## config.mk

```make
export PLATFORM = sky130hd
export DESIGN_NAME = multi_range_finder
export DESIGN_NICKNAME = d
export VERILOG_FILES = /design/src/rtl/multi_range_finder_pkg.sv /design/src/rtl/range_channel.sv /design/src/rtl/multi_range_finder.sv
export SDC_FILE = /design/constraint.sdc
export NUM_CORES = 1
export LEC_CHECK = 0
export ABC_AREA = 1
export CAP_MARGIN = 20
export CORE_MARGIN = 10
export CORE_UTILIZATION = 55
export CTS_BUF_LIST = sky130_fd_sc_hd__clkbuf_8
export DETAILED_ROUTE_END_ITERATION = 6
export PLACE_DENSITY = 0.78
export SLEW_MARGIN = 20
export SYNTH_ARGS = -nofsm -noshare
export SYNTH_HDL_FRONTEND = slang
export SYNTH_SLANG_ARGS = --single-unit
export TNS_END_PERCENT = 5
```

## constraint.sdc

```tcl
create_clock -name clock -period 5.3 [get_ports clock]
set_clock_uncertainty 0.15 [all_clocks]
set_input_delay 1.06 -clock clock [delete_from_list [all_inputs] [get_ports clock]]
set_output_delay 1.06 -clock clock [all_outputs]
set_load 0.05 [all_outputs]
```

## src/rtl/multi_range_finder_pkg.sv

```systemverilog
// Shared types for the multi-channel range finder: error codes and per-channel FSM states.
package multi_range_finder_pkg;

    typedef enum logic [1:0] {
        ERR_NONE        = 2'd0,
        ERR_FINISH_IDLE = 2'd1,
        ERR_RESTART     = 2'd2,
        ERR_GO_FINISH   = 2'd3
    } err_t;

    typedef enum logic {
        IDLE   = 1'b0,
        ACTIVE = 1'b1
    } ch_state_t;

endpackage

```

## src/rtl/range_channel.sv

```systemverilog
// One channel of the range finder: IDLE/ACTIVE FSM, running max/min, saturating sample count.
// The res_* outputs expose this cycle's updated values so a finish can fold in its own sample.
module range_channel
    import multi_range_finder_pkg::*;
#(
    parameter int unsigned WIDTH     = 16,
    parameter int unsigned CNT_WIDTH = 8,
    parameter bit          IS_SIGNED = 1'b0
) (
    input  logic                 clk_i,
    input  logic                 rst_i,
    input  logic                 sel_i,
    input  logic                 go_i,
    input  logic                 finish_i,
    input  logic                 valid_i,
    input  logic [WIDTH-1:0]     data_i,
    output logic                 active_o,
    output logic [WIDTH-1:0]     res_max_o,
    output logic [WIDTH-1:0]     res_min_o,
    output logic [CNT_WIDTH-1:0] res_cnt_o
);

    // Reset values sit at the extremes of the number range so the first sample always wins.
    localparam logic [WIDTH-1:0] MaxRst = IS_SIGNED ? {1'b1, {(WIDTH-1){1'b0}}} : {WIDTH{1'b0}};
    localparam logic [WIDTH-1:0] MinRst = IS_SIGNED ? {1'b0, {(WIDTH-1){1'b1}}} : {WIDTH{1'b1}};
    localparam logic [CNT_WIDTH-1:0] CntMax = {CNT_WIDTH{1'b1}};

    ch_state_t             state_q, state_d;
    logic [WIDTH-1:0]      max_q, max_d;
    logic [WIDTH-1:0]      min_q, min_d;
    logic [CNT_WIDTH-1:0]  cnt_q, cnt_d;

    logic                  data_gt_max;
    logic                  data_lt_min;
    logic [WIDTH-1:0]      upd_max;
    logic [WIDTH-1:0]      upd_min;
    logic [CNT_WIDTH-1:0]  upd_cnt;

    always_comb begin
        if (IS_SIGNED) begin
            data_gt_max = $signed(data_i) > $signed(max_q);
            data_lt_min = $signed(data_i) < $signed(min_q);
        end else begin
            data_gt_max = data_i > max_q;
            data_lt_min = data_i < min_q;
        end
    end

    always_comb begin
        upd_max = max_q;
        upd_min = min_q;
        upd_cnt = cnt_q;
        if (valid_i) begin
            if (data_gt_max) upd_max = data_i;
            if (data_lt_min) upd_min = data_i;
            if (cnt_q != CntMax) upd_cnt = cnt_q + CNT_WIDTH'(1);
        end
    end

    always_comb begin
        state_d = state_q;
        max_d   = max_q;
        min_d   = min_q;
        cnt_d   = cnt_q;
        if (sel_i) begin
            if (go_i && !finish_i) begin
                // Start or restart: any prior data is discarded.
                state_d = ACTIVE;
                max_d   = valid_i ? data_i : MaxRst;
                min_d   = valid_i ? data_i : MinRst;
                cnt_d   = valid_i ? CNT_WIDTH'(1) : '0;
            end else if (!go_i && state_q == ACTIVE) begin
                if (finish_i) begin
                    state_d = IDLE;
                    max_d   = MaxRst;
                    min_d   = MinRst;
                    cnt_d   = '0;
                end else begin
                    max_d = upd_max;
                    min_d = upd_min;
                    cnt_d = upd_cnt;
                end
            end
        end
    end

    always_ff @(posedge clk_i) begin
        if (rst_i) begin
            state_q <= IDLE;
            max_q   <= MaxRst;
            min_q   <= MinRst;
            cnt_q   <= '0;
        end else begin
            state_q <= state_d;
            max_q   <= max_d;
            min_q   <= min_d;
            cnt_q   <= cnt_d;
        end
    end

    assign active_o  = (state_q == ACTIVE);
    assign res_max_o = upd_max;
    assign res_min_o = upd_min;
    assign res_cnt_o = upd_cnt;

endmodule

```

## src/rtl/multi_range_finder.sv

```systemverilog
// Multi-channel range finder: command decode, per-channel trackers, registered result record
// with a done pulse, and coded protocol-error reporting.
module multi_range_finder
    import multi_range_finder_pkg::*;
#(
    parameter int unsigned WIDTH     = 16,
    parameter int unsigned CHANNELS  = 4,
    parameter int unsigned CNT_WIDTH = 8,
    parameter int unsigned SIGNED    = 0,
    localparam int unsigned CH_W     = $clog2(CHANNELS)
) (
    input  logic                 clock,
    input  logic                 reset,
    input  logic [WIDTH-1:0]     data_in,
    input  logic [CH_W-1:0]      chan,
    input  logic                 valid,
    input  logic                 go,
    input  logic                 finish,
    output logic                 done,
    output logic [CH_W-1:0]      res_chan,
    output logic [WIDTH:0]       range,
    output logic [WIDTH-1:0]     high_q,
    output logic [WIDTH-1:0]     low_q,
    output logic [CNT_WIDTH-1:0] count,
    output logic [CHANNELS-1:0]  active,
    output logic                 error,
    output logic [1:0]           error_code
);

    localparam bit IsSigned = (SIGNED != 0);

    logic [WIDTH-1:0]     byp_max [CHANNELS];
    logic [WIDTH-1:0]     byp_min [CHANNELS];
    logic [CNT_WIDTH-1:0] byp_cnt [CHANNELS];

    for (genvar i = 0; i < CHANNELS; i++) begin : g_ch
        range_channel #(
            .WIDTH     (WIDTH),
            .CNT_WIDTH (CNT_WIDTH),
            .IS_SIGNED (IsSigned)
        ) u_ch (
            .clk_i     (clock),
            .rst_i     (reset),
            .sel_i     (chan == CH_W'(i)),
            .go_i      (go),
            .finish_i  (finish),
            .valid_i   (valid),
            .data_i    (data_in),
            .active_o  (active[i]),
            .res_max_o (byp_max[i]),
            .res_min_o (byp_min[i]),
            .res_cnt_o (byp_cnt[i])
        );
    end

    logic                 chan_ok;
    logic                 sel_active;
    logic                 fin_ok;
    logic [WIDTH-1:0]     sel_max;
    logic [WIDTH-1:0]     sel_min;
    logic [CNT_WIDTH-1:0] sel_cnt;
    logic [WIDTH:0]       range_d;
    logic                 err_hit;
    err_t                 err_d;

    // Guards the index when CHANNELS is not a power of two.
    assign chan_ok    = ({1'b0, chan} < (CH_W+1)'(CHANNELS));
    assign sel_active = chan_ok && active[chan];
    assign fin_ok     = finish && !go && sel_active;
    assign sel_max    = byp_max[chan];
    assign sel_min    = byp_min[chan];
    assign sel_cnt    = byp_cnt[chan];

    always_comb begin
        range_d = '0;
        // One extra bit keeps a full signed span exact; an empty sequence reports zero.
        if (sel_cnt != '0) begin
            range_d = {IsSigned & sel_max[WIDTH-1], sel_max}
                    - {IsSigned & sel_min[WIDTH-1], sel_min};
        end
    end

    always_comb begin
        err_hit = 1'b0;
        err_d   = ERR_NONE;
        if (go && finish) begin
            err_hit = 1'b1;
            err_d   = ERR_GO_FINISH;
        end else if (go && sel_active) begin
            err_hit = 1'b1;
            err_d   = ERR_RESTART;
        end else if (finish && !sel_active) begin
            err_hit = 1'b1;
            err_d   = ERR_FINISH_IDLE;
        end
    end

    logic                 done_q;
    logic [CH_W-1:0]      res_chan_q;
    logic [WIDTH:0]       range_q;
    logic [WIDTH-1:0]     hi_q;
    logic [WIDTH-1:0]     lo_q;
    logic [CNT_WIDTH-1:0] count_q;
    logic                 error_q;
    err_t                 error_code_q;

    always_ff @(posedge clock) begin
        if (reset) begin
            done_q       <= 1'b0;
            res_chan_q   <= '0;
            range_q      <= '0;
            hi_q         <= '0;
            lo_q         <= '0;
            count_q      <= '0;
            error_q      <= 1'b0;
            error_code_q <= ERR_NONE;
        end else begin
            done_q  <= fin_ok;
            error_q <= err_hit;
            if (fin_ok) begin
                res_chan_q <= chan;
                range_q    <= range_d;
                hi_q       <= sel_max;
                lo_q       <= sel_min;
                count_q    <= sel_cnt;
            end
            if (err_hit) error_code_q <= err_d;
        end
    end

    assign done       = done_q;
    assign res_chan   = res_chan_q;
    assign range      = range_q;
    assign high_q     = hi_q;
    assign low_q      = lo_q;
    assign count      = count_q;
    assign error      = error_q;
    assign error_code = error_code_q;

endmodule

```

==> impl_metrics.yaml <==
critical_path:
  critPathKind: "input pin to flop"
  crit_path_start_kind: "input pin"
  crit_fanout: 15
  crit_path_end_kind: "flop"
  r2r_cells: 22
  arrival_ps: 5320
  crit_required_ps: 5660
yosys:
  ys_types: 50
  yosysSeqAreaShare_pct: 28.24
  syn_avg_cell_area_um2: 6.540
  async_flop_share_pct: 0
  yosys.area_share.simple_pct: 27.12
  synth_nets: 2624
  synth_compound_area_share_pct: 21.92
  syn_area_um2: 16090
  synthAdderAreaFrac_pct: 10.88
  synth.area.mux_share_pct: 0
  yosysWarnings: 0
  yosys_most_used_dff: "dfxtp_1"
  synth_edf_count: 0
  synth_top_family_by_area: "simple AND/OR/NAND/NOR gates"
  synth_xor_area_share_pct: 1.143
  postSynthCellCount: 2461
  ys_ff_latch: 227
power:
  swShare_pct: 34.92
  switchingPower_mw: 1.691
  p_int_mw: 3.151
  seqPwrFrac_pct: 37.1
  clkPwrFrac_pct: 36.3
  comb_power_share_pct: 26.6
  p_leak_nw: 8.790
  powerDensity_nw_per_um2: 257.0
  ir_drop_mv: 0.1825
  finalPower_mw: 4.842
global_routing:
  grt_overflow_total: 0
  grt_max_degree: 87
  track_usage_pct: 29.49
  grt_pass1_vias: 16510
  antenna_found_initial: 0
  grt_first_pass_wirelength_um: 87640
finish:
  mostFrequentLayoutCells: "nand2_1 (580), inv_1 (329), o21ai_0 (244)"
  drive_above_1_share_pct: 10.07
  antennaDiodeCount: 0
  nNetsFinal: 2755
  mostFrequentLayoutCell: "nand2_1"
  fillCellCount: 2630
  fin_area_um2: 18840
  syn_to_final_growth_pct: 17.06
clocking:
  clkLatencyLatePin_ps: 600
  cts-root-buf: "clkbuf_8"
  clockBufferDepth: 3
  tritoncts: "built"
  postCtsHoldBufs: 0
  cts_sinks: 227
  numCtsBuffers: 42
  clk_pin_slew_worst_paths_ps: 60
  htreeDepth: 2
sta:
  maxSlewViolCount: 0
  fmax_mhz: 201.8
  holdWs_ps: 315.3
  finalSetupViolCount: 0
  setup_tns_ps: 0
  fin_ws_ps: 343.9
  period_share_pct: 93.51
  hold_viol_final: 0
  rsz0062_at_grt: "false"
  slew_headroom_pct: 31.68
  fin_crit_ps: 4956
  worst_slew_pin_slew_ps: 1025
die:
  ios: 90
  die_area_um2: 36500
  die_x_um: 191.1
  fp.dieH_um: 191.1
  floorplan.initialDensity_pct: 55.92
  core_um2: 28780
  num_rows: 62
status:
  run_status: "finished, final reports clean"
min_path:
  min_path_cells: 2
  hp-class: "flop to flop"
place:
  dp_worst_setup_slack_ps: -226.5
  port_buffers: 89
  gp_congestion: 0.9700
  hpwl_um: 39330
  dpl_cell_area_um2: 17970
routing:
  avgRoutedWirePerCell_um: 18.24
  drt-total-wl_um: 54840
  routed-via-count: 17540
  drt_iter0_markers: 2078
  drcViolationCount: 0
  firstDrtPassIters: 6
  vias_per_cell: 5.833
  detail-route-antenna-nets: 0
run:
  drv_cap: 0
[stage by stage]
step,util [%],instances
floorplan,-,2461
global placement,62.44,2932
detailed placement,62.44,2932
CTS,65.41,3006
global route,65.46,3006
finish,65.46,3006
[final timing paths]
check        slack, ps        end                    from
max reg2reg       1120  range[15]  g_ch[0].u_ch.min_q[15]
min reg2reg        320   range[8]                range[8]
min                320   range[8]                range[8]
max                340  range[15]              data_in[6]
[sequential cells by signal, summed over array words and instances, names as in the netlist]
name	cells
g_ch.u_ch.max_q	64
res_chan	2
count	8
g_ch.u_ch.min_q	64
g_ch.u_ch.cnt_q	32
range	17
done	1
error_code	2
high_q	16
g_ch.u_ch.active_o	4
error	1
low_q	16
[layer usage]
metal	up-vias	part of all wire (%)	track usage, %
met1	8012	42	38.56
met5	-	0	0
met2	819	44	46.31
met3	168	8.8	4.719
li1	8536	-	-
met4	0	5.1	14.69
[cells in the mapped netlist, types with 2 or more instances]
library cell,count,area share [%]
nand2_1,580,14
inv_1,319,7.4
o21ai_0,244,7.6
dfxtp_1,227,28
nand3_1,203,6.3
a21oi_1,141,4.4
ha_1,140,11
nor2_1,123,2.9
a31oi_1,99,3.8
clkbuf_1,84,2.0
o211ai_1,64,3.0
nand2_2,29,1.1
o22ai_1,28,1.1
buf_1,20,0.47
nor2_2,20,0.78
nor3_1,20,0.62
xor2_1,18,0.98
nand4_1,14,0.54
inv_2,11,0.26
a221oi_1,8,0.44
a211oi_1,7,0.33
buf_4,5,0.23
clkinv_1,5,0.12
a221o_1,4,0.25
buf_2,4,0.12
nand3_2,4,0.25
or2_2,4,0.16
a21o_1,3,0.14
o21a_1,3,0.14
o21bai_1,3,0.14
xnor2_1,3,0.16
a22o_1,2,0.11
nand2_4,2,0.14
nor2_4,2,0.14
nor2_8,2,0.25
o21ai_2,2,0.11
[power by group through the flow]
stage          sequential [mW]  combinational, mW  clock [mW]
2_1_floorplan             1.85              0.765           0
3_3_place_gp              1.83               1.23           0
3_5_place_dp              1.83               1.25           0
4_1_cts                   1.79               1.26        1.77
5_1_grt                   1.80               1.42        1.84
6_report                  1.79               1.29        1.76
[final cells by class]
class	count	area, um2	area share, %
repair buffers	201	1839	9.763
clock buffers	55	757.0	4.018
multi-input cells	1784	9854	52.31
inverters	336	1266	6.721
flip-flops and latches	227	4544	24.12
well taps	384	480.5	2.550
clock inverters	19	97.59	0.5180
[what timing repair did]
item	in CTS	in global routing
setup buffers	0	0
gates resized for setup	0	2
setup endpoints to repair	0	3
[cell families (layout without fill, tap and decap cells)]
kind of cell / Yosys count / after routing
flip-flops: 227 / 227
AO/OA/AOI/OAI: 614 / 614
adder cells (fa/ha/maj): 140 / 140
buffers and inverters: 450 / 611
AND/OR/NAND/NOR: 1009 / 1009
XOR/XNOR: 21 / 21
[worst max-delay path, cell delays in order]
cell and delay (ps):
clkdlybuf4s50_1 660, ha_1 420, nand2_1 60, nor2_1 110, nand2_1 60, nand2_1 90, nand2_1 90, nand2_2 270
buf_4 200, o21ai_0 100, nand2_1 70, o21ai_0 90, a221oi_1 460, buf_4 200, ha_1 230, nand2_1 100
inv_1 60, nand3_1 90, nor2_1 50, a2111oi_0 300, buf_4 190, nand2_1 50, nand2_1 50, nand3_1 70
a21oi_1 170
Note: power is estimated with default switching activity, not from simulation.
